**src/rtl/hazard_pkg.sv**
```systemverilog
// Shared encodings for the forwarding/hazard unit: operand mux selects and MDU FSM states.
package hazard_pkg;

   localparam logic [1:0] FWD_NONE = 2'b00;
   localparam logic [1:0] FWD_WB   = 2'b01;
   localparam logic [1:0] FWD_MEM  = 2'b10;

   typedef enum logic {
      IDLE = 1'b0,
      BUSY = 1'b1
   } mduState_t;

endpackage

```
**src/rtl/forward_hazard_unit_if.sv**
```systemverilog
// Pipeline-to-hazard-unit bundle; master is the pipeline datapath, slave is the hazard unit.
interface forward_hazard_unit_if #(
   parameter int REG_AW  = 5,
   parameter int NUM_SRC = 2
);
   logic [NUM_SRC*REG_AW-1:0] id_src_addr;
   logic [NUM_SRC-1:0]        id_src_used;
   logic                      id_mdu_op;
   logic [REG_AW-1:0]         id_mdu_rd;
   logic [NUM_SRC*REG_AW-1:0] ex_src_addr;
   logic                      ex_regwrite;
   logic                      ex_memread;
   logic [REG_AW-1:0]         ex_rd;
   logic                      mem_regwrite;
   logic [REG_AW-1:0]         mem_rd;
   logic                      wb_regwrite;
   logic [REG_AW-1:0]         wb_rd;
   logic [2*NUM_SRC-1:0]      fwd_sel;
   logic                      stall;
   logic                      flush_ex;
   logic                      mdu_busy;
   logic [15:0]               stall_cnt;

   modport master (
      output id_src_addr, id_src_used, id_mdu_op, id_mdu_rd,
      output ex_src_addr, ex_regwrite, ex_memread, ex_rd,
      output mem_regwrite, mem_rd, wb_regwrite, wb_rd,
      input  fwd_sel, stall, flush_ex, mdu_busy, stall_cnt
   );

   modport slave (
      input  id_src_addr, id_src_used, id_mdu_op, id_mdu_rd,
      input  ex_src_addr, ex_regwrite, ex_memread, ex_rd,
      input  mem_regwrite, mem_rd, wb_regwrite, wb_rd,
      output fwd_sel, stall, flush_ex, mdu_busy, stall_cnt
   );
endinterface

```
**src/rtl/fwd_slot_cmp.sv**
```systemverilog
// One EX operand's forward select; purely combinational, EX/MEM wins over MEM/WB, r0 never forwards.
module fwd_slot_cmp
   import hazard_pkg::*;
#(
   parameter int REG_AW = 5
) (
   input  logic [REG_AW-1:0] exAddr,
   input  logic              memRegwrite,
   input  logic [REG_AW-1:0] memRd,
   input  logic              wbRegwrite,
   input  logic [REG_AW-1:0] wbRd,
   output logic [1:0]        fwdSel
);
   logic memHit;
   logic wbHit;

   assign memHit = memRegwrite && (memRd != '0) && (memRd == exAddr);
   assign wbHit  = wbRegwrite  && (wbRd  != '0) && (wbRd  == exAddr);

   always_comb begin
      fwdSel = FWD_NONE;
      if (memHit)     fwdSel = FWD_MEM;
      else if (wbHit) fwdSel = FWD_WB;
   end
endmodule

```
**src/rtl/forward_hazard_unit.sv**
```systemverilog
// Operand forwarding plus load-use / multi-cycle MDU stall generation; fwd_sel and stall are combinational.
// Issue into the MDU is refused while any stall is raised; stall_cnt saturates at all-ones.
module forward_hazard_unit
   import hazard_pkg::*;
#(
   parameter int REG_AW  = 5,
   parameter int NUM_SRC = 2,
   parameter int MDU_LAT = 4
) (
   input logic                  clk,
   input logic                  rst_n,
   forward_hazard_unit_if.slave hz
);
   localparam int CNT_W = $clog2(MDU_LAT);

   mduState_t            state;
   logic [CNT_W-1:0]     cnt;
   logic [REG_AW-1:0]    mduDst;
   logic [2*NUM_SRC-1:0] fwdSel;
   logic                 loadHit;
   logic                 dstHit;
   logic                 loadUse;
   logic                 mduHazard;
   logic                 stallInt;
   logic [15:0]          stallCnt;
   logic                 unusedExRegwrite;

   // A load already implies a register write, so only memread matters here.
   assign unusedExRegwrite = hz.ex_regwrite;

   for (genvar k = 0; k < NUM_SRC; k++) begin : g_slot
      fwd_slot_cmp #(.REG_AW(REG_AW)) u_cmp (
         .exAddr      (hz.ex_src_addr[k*REG_AW +: REG_AW]),
         .memRegwrite (hz.mem_regwrite),
         .memRd       (hz.mem_rd),
         .wbRegwrite  (hz.wb_regwrite),
         .wbRd        (hz.wb_rd),
         .fwdSel      (fwdSel[2*k +: 2])
      );
   end

   always_comb begin
      loadHit = 1'b0;
      dstHit  = 1'b0;
      for (int k = 0; k < NUM_SRC; k++) begin
         if (hz.id_src_used[k]) begin
            if (hz.id_src_addr[k*REG_AW +: REG_AW] == hz.ex_rd) loadHit = 1'b1;
            if (hz.id_src_addr[k*REG_AW +: REG_AW] == mduDst)   dstHit  = 1'b1;
         end
      end
   end

   assign loadUse   = hz.ex_memread && (hz.ex_rd != '0) && loadHit;
   assign mduHazard = (state == BUSY) && (hz.id_mdu_op || ((mduDst != '0) && dstHit));
   assign stallInt  = loadUse || mduHazard;

   always_ff @(posedge clk or negedge rst_n) begin
      if (!rst_n) begin
         state  <= IDLE;
         cnt    <= '0;
         mduDst <= '0;
      end else begin
         case (state)
            IDLE: begin
               if (hz.id_mdu_op && !stallInt) begin
                  state  <= BUSY;
                  mduDst <= hz.id_mdu_rd;
                  cnt    <= CNT_W'(MDU_LAT - 1);
               end
            end
            BUSY: begin
               if (cnt == '0) state <= IDLE;
               else           cnt   <= cnt - 1'b1;
            end
            default: state <= IDLE;
         endcase
      end
   end

   always_ff @(posedge clk or negedge rst_n) begin
      if (!rst_n)                              stallCnt <= '0;
      else if (stallInt && stallCnt != 16'hFFFF) stallCnt <= stallCnt + 16'd1;
   end

   assign hz.fwd_sel   = fwdSel;
   assign hz.stall     = stallInt;
   assign hz.flush_ex  = stallInt;
   assign hz.mdu_busy  = (state == BUSY);
   assign hz.stall_cnt = stallCnt;
endmodule

```
**src/flat_wrapper.sv**
```systemverilog
// flat-port wrapper written by rule: the top's interface ports become plain ports
module forward_hazard_unit_flat import hazard_pkg::*;
#(
   parameter int REG_AW  = 5,
   parameter int NUM_SRC = 2,
   parameter int MDU_LAT = 4
)
  (clk, rst_n, hz_id_src_addr, hz_id_src_used, hz_id_mdu_op, hz_id_mdu_rd, hz_ex_src_addr, hz_ex_regwrite, hz_ex_memread, hz_ex_rd, hz_mem_regwrite, hz_mem_rd, hz_wb_regwrite, hz_wb_rd, hz_fwd_sel, hz_stall, hz_flush_ex, hz_mdu_busy, hz_stall_cnt);
  forward_hazard_unit_if #(.REG_AW(REG_AW), .NUM_SRC(NUM_SRC)) hz_i ();
  input logic clk;
  input logic rst_n;
  input wire logic [$bits(hz_i.id_src_addr)-1:0] hz_id_src_addr;
  input wire logic [$bits(hz_i.id_src_used)-1:0] hz_id_src_used;
  input wire logic [$bits(hz_i.id_mdu_op)-1:0] hz_id_mdu_op;
  input wire logic [$bits(hz_i.id_mdu_rd)-1:0] hz_id_mdu_rd;
  input wire logic [$bits(hz_i.ex_src_addr)-1:0] hz_ex_src_addr;
  input wire logic [$bits(hz_i.ex_regwrite)-1:0] hz_ex_regwrite;
  input wire logic [$bits(hz_i.ex_memread)-1:0] hz_ex_memread;
  input wire logic [$bits(hz_i.ex_rd)-1:0] hz_ex_rd;
  input wire logic [$bits(hz_i.mem_regwrite)-1:0] hz_mem_regwrite;
  input wire logic [$bits(hz_i.mem_rd)-1:0] hz_mem_rd;
  input wire logic [$bits(hz_i.wb_regwrite)-1:0] hz_wb_regwrite;
  input wire logic [$bits(hz_i.wb_rd)-1:0] hz_wb_rd;
  output wire logic [$bits(hz_i.fwd_sel)-1:0] hz_fwd_sel;
  output wire logic [$bits(hz_i.stall)-1:0] hz_stall;
  output wire logic [$bits(hz_i.flush_ex)-1:0] hz_flush_ex;
  output wire logic [$bits(hz_i.mdu_busy)-1:0] hz_mdu_busy;
  output wire logic [$bits(hz_i.stall_cnt)-1:0] hz_stall_cnt;
  assign hz_i.id_src_addr = hz_id_src_addr;
  assign hz_i.id_src_used = hz_id_src_used;
  assign hz_i.id_mdu_op = hz_id_mdu_op;
  assign hz_i.id_mdu_rd = hz_id_mdu_rd;
  assign hz_i.ex_src_addr = hz_ex_src_addr;
  assign hz_i.ex_regwrite = hz_ex_regwrite;
  assign hz_i.ex_memread = hz_ex_memread;
  assign hz_i.ex_rd = hz_ex_rd;
  assign hz_i.mem_regwrite = hz_mem_regwrite;
  assign hz_i.mem_rd = hz_mem_rd;
  assign hz_i.wb_regwrite = hz_wb_regwrite;
  assign hz_i.wb_rd = hz_wb_rd;
  assign hz_fwd_sel = hz_i.fwd_sel;
  assign hz_stall = hz_i.stall;
  assign hz_flush_ex = hz_i.flush_ex;
  assign hz_mdu_busy = hz_i.mdu_busy;
  assign hz_stall_cnt = hz_i.stall_cnt;
  forward_hazard_unit #(.REG_AW(REG_AW), .NUM_SRC(NUM_SRC), .MDU_LAT(MDU_LAT)) u_core (.clk(clk), .rst_n(rst_n), .hz(hz_i));
endmodule
```
**config.mk**
```make
export PLATFORM = sky130hd
export DESIGN_NAME = forward_hazard_unit_flat
export DESIGN_NICKNAME = d
export VERILOG_FILES = /design/src/rtl/hazard_pkg.sv /design/src/rtl/forward_hazard_unit_if.sv /design/src/rtl/fwd_slot_cmp.sv /design/src/rtl/forward_hazard_unit.sv /design/src/flat_wrapper.sv
export SDC_FILE = /design/constraint.sdc
export NUM_CORES = 1
export LEC_CHECK = 0
export CORE_UTILIZATION = 43
export CTS_CLUSTER_DIAMETER = 30
export DETAILED_ROUTE_END_ITERATION = 8
export GPL_TIMING_DRIVEN = 1
export MAX_ROUTING_LAYER = met4
export PLACE_DENSITY_LB_ADDON = 0.15
export SYNTH_ARGS = -nofsm -noshare
export SYNTH_HDL_FRONTEND = slang
export SYNTH_HIERARCHICAL = 1
export SYNTH_SLANG_ARGS = --single-unit
```
**constraint.sdc**
```tcl
create_clock -name clk -period 2.63 [get_ports clk]
set_clock_uncertainty 0.1 [all_clocks]
set_input_delay 0.263 -clock clk [delete_from_list [all_inputs] [get_ports clk]]
set_output_delay 0.263 -clock clk [all_outputs]
set_load 0.05 [all_outputs]
```
* After elaboration in Yosys (flattened, before gate mapping)
Cells that the tools add are included.
** Operators by class
- Muxes and demuxes :: 18
- Reduce and logical (&&, ||, !) cells :: 22
- Bitwise logic cells :: 1
- Eq/ne operators :: 11
- Add/sub/neg operators :: 2
** Operators with widths (count)
- 5-bit == test :: 8
- 5-bit nonzero test :: 4
- 16-bit by 1-bit adder with 16-bit output, second input constant :: 1
- 16-bit inequality test, second input constant :: 1
- 1-bit logical AND :: 12
- 1-bit two-way mux :: 12
- 2-bit two-way mux :: 4
- 2-bit one-hot mux with 2 select lines :: 1
- 2-bit AND reduction :: 2
- 2-bit zero test :: 1
- 1-bit logical OR :: 2
- 2-bit by 1-bit inequality test with 1-bit output, second input constant :: 1
- 2-bit inequality test, second input constant :: 1
- 1-bit one-hot mux with 2 select lines :: 1
- 2-bit by 1-bit subtractor with 2-bit output, second input constant :: 1
- 1-bit zero test :: 1
- 1-bit inverter :: 1
** Word-level totals
- Bits of input ports :: 49
- Flip-flop bits (word level) :: 24
- Word-level logic and storage cells :: 58

* Longest topological paths before layout
Gate-level depths: netlist (run 1).
- Depth in word-level cells :: 13
- Mapped depth :: 8
- Depth with buffers taken out :: 7

* By module
The synthesis (run 1) kept the hierarchy.
** By module, submodules not included
- forward_hazard_unit :: times used 1, area an instance 1448.9 µm², sequential area each 600.6 µm², cells each 140
- fwd_slot_cmp :: times used 2, area an instance 158.9 µm², sequential area each 0.0 µm², cells each 21

* Worst setup path after synthesis (run 1)
No wires, ideal clock.
- Path type :: reg-to-output
- Start point :: register u_core.mduDst[0]
- End point :: output port hz_stall
- Arrival :: 2.159 ns
- Path slack :: 0.108 ns
- Path buffers :: 2
- Stages on the path, launching flop included :: 8
- Data required time :: 2.267 ns
- Cell sequence :: dfrtp_1 -> or4_1 -> nor2_1 -> o31ai_1 -> o21ai_2 -> buf_4 -> nand2_1 -> buf_4
** Between the ends
- Word-level cells in the longest chain between the ends :: 9
** RTL lines
- from (decl) :: line forward_hazard_unit.sv:18 : logic [REG_AW-1:0] mduDst;
- from (signal assigned) :: line forward_hazard_unit.sv:67 : mduDst <= hz.id_mdu_rd;
- 5-bit == test :: line forward_hazard_unit.sv:48 : if (hz.id_src_addr[k*REG_AW +: REG_AW] == mduDst) dstHit = 1'b1;
- 1-bit two-way mux :: line forward_hazard_unit.sv:48
- 1-bit two-way mux :: line forward_hazard_unit.sv:46 : if (hz.id_src_used[k]) begin
- 1-bit two-way mux :: line forward_hazard_unit.sv:48
- 1-bit two-way mux :: line forward_hazard_unit.sv:46
- 1-bit logical AND * :: line forward_hazard_unit.sv:54 : assign mduHazard = (state == BUSY) && (hz.id_mdu_op || ((mduDst != '0) && dstHit));
- 1-bit logical OR * :: line forward_hazard_unit.sv:54
- 1-bit logical AND * :: line forward_hazard_unit.sv:54
- 1-bit logical OR * :: line forward_hazard_unit.sv:55 : assign stallInt = loadUse || mduHazard;
- to (decl) :: line flat_wrapper.sv:25 : output wire logic [$bits(hz_i.stall)-1:0] hz_stall;
Every way passes the cells marked *; elsewhere a longest branch is shown, timed or not.

* Worst setup path after layout (run 1)
- Start point :: input port hz_ex_rd[1]
- End point :: output port hz_stall
** Between the ends
- Word-level cells in the longest chain between the ends :: 7
** RTL lines
- from (decl) :: line flat_wrapper.sv:19 : input wire logic [$bits(hz_i.ex_rd)-1:0] hz_ex_rd;
- 5-bit == test :: line forward_hazard_unit.sv:47 : if (hz.id_src_addr[k*REG_AW +: REG_AW] == hz.ex_rd) loadHit = 1'b1;
- 1-bit two-way mux :: line forward_hazard_unit.sv:47
- 1-bit two-way mux :: line forward_hazard_unit.sv:46
- 1-bit two-way mux :: line forward_hazard_unit.sv:47
- 1-bit two-way mux :: line forward_hazard_unit.sv:46
- 1-bit logical AND * :: line forward_hazard_unit.sv:53 : assign loadUse = hz.ex_memread && (hz.ex_rd != '0) && loadHit;
- 1-bit logical OR * :: line forward_hazard_unit.sv:55
Marked as above.

==> summary.md, run 1 <==
| Metric | Value |
|---|---|
| EDFF count, synth | 0 |
| Global Route Usage Sum | around a fifth |
| Register area | 600.6 sq um |
| Synth area leader | dfrtp_1 |
| Max-cap violations | 0 |
| Core footprint | between 3000 and 4000 sq um |
| Layout area overhead | 50.28% |
| Total number of vias | approximately 1.6k |
| Post-Route WL | 4.241 mm |
| Critical Path Max Stage Delay | 0.58 ns |
| CP dominant cell by count | buf_4 |
| Non-Filler Instances | slightly above 300 |
| Hpwl dp | approximately 3.3 mm |
| Synth Flop Type | dfrtp_1 |
| Worst hold-check path type | primary input to async pin |
| Mapped Nets | 233 |
| Synth async-reset ratio | 100.0% |
| Worst R2R End | u_core/hz.stall_cnt[6] |
| Top cells by area, synth | dfrtp_1, xnor2_1, xor2_1 |
| CTS root buf | clkbuf_8 |
| Crit path max fanout | 12 |
| Crit end category | primary output |
| Syn_area_per_cell | slightly below 10 sq um |
| Clock transition at path regs | roughly 0.090 ns |
| Die ar. | 4369 sq um |
| Sink Count | 24 |
| Required time worst endpoint | roughly 2.3 ns |
| GRT overflow | 0 |
| Type of origin of the critical path | primary input |
| Fin nets | a little over 300 |
| DR top layer | met4 |
| WL met2 | 1.945 mm |
| Tot Pwr | ~1800 uW |
| CP delay by family, top | buffers and inverters |
| Post-layout util | between 60 and 70% |
| Initial antenna violation count | 0 |
| Drc violations | 0 |
| Seq/Total Area, Yosys | 33.99% |
| RD Place Congestion | 0.7858 |
| RR Startpoint | u_core/mduDst[0] |
| Final Cell Area | 2655 sq um |
| Synth top cells by count | xnor2_1, dfrtp_1, xor2_1, nand2_1, a211oi_1 |
| Clock Path Buffers | 2 |
| Max Slew Vio Count | 0 |
| Worst-margin pin slew | 0.5155 ns |
| Vias in the first global route | 1518 |
| Antenna cells | 0 |
| Mapped Cells | about 180 |
| Fill count | approximately 330 |
| Cell leakage power | between 0.001 and 0.0015 uW |
| Starting Density | roughly 47% |
| Synth cell types | 35 |
| CTS tree | yes |
| H-tree levels | 1 |
| Final count of hold timing violations | 0 |
| Iter 0 DRT Violations | 57 |
| Post-synth top area share | 33.99% |
| Worst Path Buf+Inv | 3 |
| Rel. slew slack | roughly two thirds |
| Cells after DPL | between 300 and 400 |
| Number of port buffers | 70 |
| Die Y | around 66 microns |
| Reg2reg path depth | 8 |
| Ys Warns | 6 |
| TritonRoute pass-1 iters | 4 |
| Cell Area, Placed | around 2600 sq um |
| Minimum clock period | between 2 and 2.5 ns |
| Die X-Extent | 66.10 microns |
| First-pass GRT wire length | between 6 and 7 mm |
| Netlist Area Pre-Place | between 1500 and 2000 sq um |
| CP Cell Sequence | clkdlybuf4s50_1, xnor2_1, nand4_1, o22ai_1, o211ai_4, buf_4, nand2_1, buf_4 |
| WL met1 | slightly below 2 mm |
| Multi-input gate area | 1105 sq um |
| Pin count of the biggest net entering global routing | 25 |
| Fin crit share | between 90% and 100% |
| Power density cells | just under 700 nW/um^2 |
| TNS Setup | 0 ns |
| Final setup fails | 0 |
| Fraction of layout cells with a size suffix above 1 | around 15% |
| Slowest CP cell | clkdlybuf4s50_1 |
| I/O pins | 72 |
| Clk Latency, worst-skew pair | 0.27 ns |
| Most numerous cell in the Yosys netlist | xnor2_1 |
| RSZ-0062 raised after global routing | false |
| Routed Antenna Nets | 0 |
| DR vias/cell | between 5 and 6 |
| Drt wl/cell | ~14 microns |
| Status | completed |
| #FFs+latches synth | 24 |
| Site Rows | 22 |
| R2r setup slk | 0.40 ns |
| Num CTS Buffers | 3 |
| Crit Path Class | primary input to primary output |
| Arr. time, crit path | 2.05 ns |
| FMAX | 414.4 MHz |
| Routed length on met3 | 270 microns |
| Peak VDD IR | approximately 0.00073 V |
## area by class of cell
| type | count | share of cell area (%) |
|---|---|---|
| tap | 48 | 2.262 |
| inverter | 6 | 0.8483 |
| clock buffer | 3 | 1.555 |
| multi-input combinational | 146 | 41.61 |
| clock inverter | 1 | 1.131 |
| timing repair buffer | 78 | 29.97 |
| sequential | 24 | 22.62 |
## cell usage in the layout, fill, tap and decap left out, drive strengths merged, types with 2 or more instances in the layout
master / instances
clkbuf: 3
inv: 6
nand4: 6
buf: 14
nand2b: 2
xnor2: 30
nand2: 18
mux2: 8
nor4: 2
a211oi: 14
nor2: 5
a21oi: 5
xor2: 19
o41ai: 2
clkdlybuf4s50: 64
nor3: 8
nand3: 9
ha: 2
or2: 3
dfrtp: 24
or4: 2
## worst max path at each step
stage / start / endpoint / cells past startpoint
after floorplan: u_core/mduDst[0] / hz_stall / 7
after global placement: hz_ex_rd[1] / u_core/hz.stall_cnt[1] / 8
after detailed placement: hz_ex_rd[1] / u_core/hz.stall_cnt[1] / 8
after CTS: hz_ex_rd[1] / hz_stall / 8
after global routing: hz_ex_rd[1] / hz_stall / 8
final: hz_ex_rd[1] / hz_stall / 8
## routing by layer
metal	up-vias	global-route usage, %
met2	50	32.65
met1	730	26.96
met5	-	-
li1	797	-
met3	6	2.759
met4	0	3.989
## through the flow
step | hold WS (ns) | setup slack (ns)
global route | 0.2617 | 0.1318
finish | 0.2429 | 0.2167
CTS | 0.2424 | 0.1946
global placement | 0.3777 | 0.06551
floorplan | -0.1326 | 0.1079
detailed placement | 0.3801 | 0.03576
## timing repair
| item | in CTS | in global routing |
|---|---|---|
| hold buffers | 0 | 0 |
| gates resized for setup | 0 | 0 |
| setup endpoints to repair | 2 | 0 |
| setup buffers | 1 | 0 |
## flip-flops by register name, indices dropped and copies added (netlist names)
| name | cells |
|---|---|
| u_core/hz.stall_cnt | 16 |
| u_core/hz.mdu_busy | 1 |
| u_core/cnt | 2 |
| u_core/mduDst | 5 |
## logic make-up (layout without fill, tap and decap cells)
kind of cell | count (synthesis) | in the layout | synth area share, %
AOI/OAI and AO/OA | 27 | 27 | 13.17
xor gates and xnor gates | 49 | 49 | 24.29
adders and majority gates | 2 | 2 | 1.416
buffers and inverters | 12 | 88 | 3.470
DFF | 24 | 24 | 33.99
muxes | 8 | 8 | 5.099
and+or+nand+nor | 60 | 60 | 18.56
## power by group
part	internal [uW]	switching [uW]
logic	418	490
clock network	203	117
registers	480	125
total	1100	733
Note: power is estimated with default switching activity, not from simulation.
==> inputs of run 2 (changes only) <==
--- a/config.mk
+++ b/config.mk
@@ -11,6 +11,7 @@
 export GPL_TIMING_DRIVEN = 1
 export MAX_ROUTING_LAYER = met4
 export PLACE_DENSITY_LB_ADDON = 0.15
+export SKIP_CTS_REPAIR_TIMING = 1
 export SYNTH_ARGS = -nofsm -noshare
 export SYNTH_HDL_FRONTEND = slang
 export SYNTH_HIERARCHICAL = 1
==> constraint.sdc (replaced) <==
create_clock -name clk -period 2.63 [get_ports clk]
set_clock_uncertainty 0.1 [all_clocks]
set_input_delay 0.3945 -clock clk [delete_from_list [all_inputs] [get_ports clk]]
set_output_delay 0.3945 -clock clk [all_outputs]
set_load 0.05 [all_outputs]
==> run 2 against run 1 <==
Final cell count increased by 3.3%. Clock power shrank 34%. Final area is 2.5% higher. Core utilization increased by 1.7 points. Total power shrank 2.5%. Wire length grew 2.1%. Largest cell class unchanged. Largest power group unchanged.
==> summary.md, run 2 (synthesis results as in run 1) <==
| Metric | Value |
|---|---|
| Max-cap violations | 0 |
| Layout area overhead | 53.97% |
| Slowest CP cell | or4_4 |
| Total number of vias | about 1.6k |
| Post-layout util | between 70% and 80% |
| Core footprint | between 3000 and 4000 sq um |
| Die X-Extent | between 60 and 70 microns |
| Status | completed |
| Met2 usage | a little over a third |
| Site Rows | 22 |
| Fin nets | about 320 |
| Multi-input gate area | ~1100 sq um |
| GR Layer Usage met3 | under 10% |
| Crit Path Class | primary input to primary output |
| Power density cells | 657.6 nW/um^2 |
| Critical Path Max Stage Delay | around 0.57 ns |
| Initial antenna violation count | 0 |
| Register area | approximately 600 sq um |
| Rel. slew slack | between 60% and 70% |
| Antenna cells | 0 |
| Vias in the first global route | around 1.6k |
| Die ar. | 4369 sq um |
| TritonRoute pass-1 iters | 4 |
| Fin crit share | between 90 and 100% |
| Tot Pwr | roughly 1800 uW |
| Peak VDD IR | ~0.00069 V |
| GR Util met1 | roughly a quarter |
| RD Place Congestion | between 0.7 and 0.8 |
| Clock Path Buffers | 2 |
| Crit path max fanout | 8 |
| RSZ-0062 raised after global routing | false |
| Num CTS Buffers | 3 |
| GRT overflow | 0 |
| CTS root buf | clkbuf_8 |
| Fill count | 288 |
| Type of origin of the critical path | primary input |
| First-pass GRT wire length | ~7 mm |
| Arr. time, crit path | 2.06 ns |
| Clock transition at path regs | 0.08 ns |
| Clk Latency, worst-skew pair | 0.26 ns |
| I/O pins | 72 |
| Post-Route WL | roughly 4.3 mm |
| Die Y | roughly 66 microns |
| Drt wl/cell | between 10 and 15 microns |
| Highest-count cells in the layout ignoring fill and taps | clkdlybuf4s50_1, xnor2_1, dfrtp_1 |
| Fraction of layout cells with a size suffix above 1 | a little under a fifth |
| Drc violations | 0 |
| DR vias/cell | between 5 and 6 |
| Iter 0 DRT Violations | 53 |
| Crit end category | primary output |
| Hpwl dp | 3.412 mm |
| Busiest grt layer | met2 |
| Max Slew Vio Count | 0 |
| Worst-margin pin slew | 0.5099 ns |
| Final count of hold timing violations | 0 |
| FMAX | between 300 and 400 MHz |
| Final setup fails | 0 |
| Max reg flops | 16 |
| H-tree levels | 1 |
| Pin count of the biggest net entering global routing | 25 |
| Worst hold-check path type | primary input to async pin |
| CTS tree | yes |
| Required time worst endpoint | approximately 2.1 ns |
| Worst hold margin | 0.3874 ns |
| Number of port buffers | 70 |
| Sink Count | 24 |
| Minimum clock period | approximately 2.6 ns |
| Commonest non-fill, non-tap cell in the layout | clkdlybuf4s50_1 |
| Starting Density | between 40% and 50% |
| CP Cell Sequence | clkdlybuf4s50_1, or4_4, o211ai_4, buf_6, nand2_2, buf_4 |
| Global Route Usage Sum | 20.85% |
| Cell leakage power | ~0.0011 uW |
| Routed Antenna Nets | 0 |
run 2: changes by cell type in the layout (fill, tap and decap cells not counted):
cell	before	now
o22ai_2	0	1
buf_4	10	20
buf_6	0	1
bufinv_16	1	0
o22ai_1	1	0
nand2_1	18	17
nand2_2	0	1
run 2: layout make-up:
type	instances	area share [%]
clock buffers	3	1.518
inverters	6	0.8280
well taps	48	2.208
repair buffers	89	32.43
multi-input cells	146	40.94
flip-flops and latches	24	22.08
run 2: power by group:
group,total [uW],internal (uW),switching [uW]
sequential,606,480,126
clock,210,102,107
combinational,973,464,509
run 2: metal layers:
| metal | share of wire (%) | up-vias |
|---|---|---|
| met4 | 0.58 | 0 |
| met2 | 48 | 51 |
| met5 | 0 | - |
| met1 | 46 | 748 |
| li1 | - | 813 |
| met3 | 6.1 | 4 |
run 2: metrics by stage:
stage               cells  setup TNS (ns)  instance area (sq um)  worst slack [ns]
global placement      307       -0.007499                   2624         -0.007499
floorplan             182               0                   1769            0.1470
global route          316               0                   2720           0.01656
CTS                   310               0                   2665           0.03110
finish                316               0                   2720           0.07086
detailed placement    307        -0.03691                   2624          -0.03691
run 2: worst max-delay path, delay by kind of cell:
family	cells	cell delay (ns)
AOI/OAI and AO/OA	1	0.20
buffers and inverters	3	0.83
and+or+nand+nor	2	0.63
run 2: path summary, 6_finish.rpt:
check | start | slack [ns] | cells past startpoint | end
max reg2reg | u_core/mduDst[0] | 0.27 | 9 | u_core/hz.stall_cnt[15]
min in group clk | u_core/hz.stall_cnt[10] | 0.39 | 1 | u_core/hz.stall_cnt[10]
min | rst_n | 0.39 | 2 | u_core/hz.stall_cnt[13]
min reg2reg | u_core/hz.stall_cnt[10] | 0.39 | 1 | u_core/hz.stall_cnt[10]
max | hz_ex_rd[0] | 0.07 | 6 | hz_flush_ex
max in group asynchronous | rst_n | 1.81 | 2 | u_core/hz.stall_cnt[7]
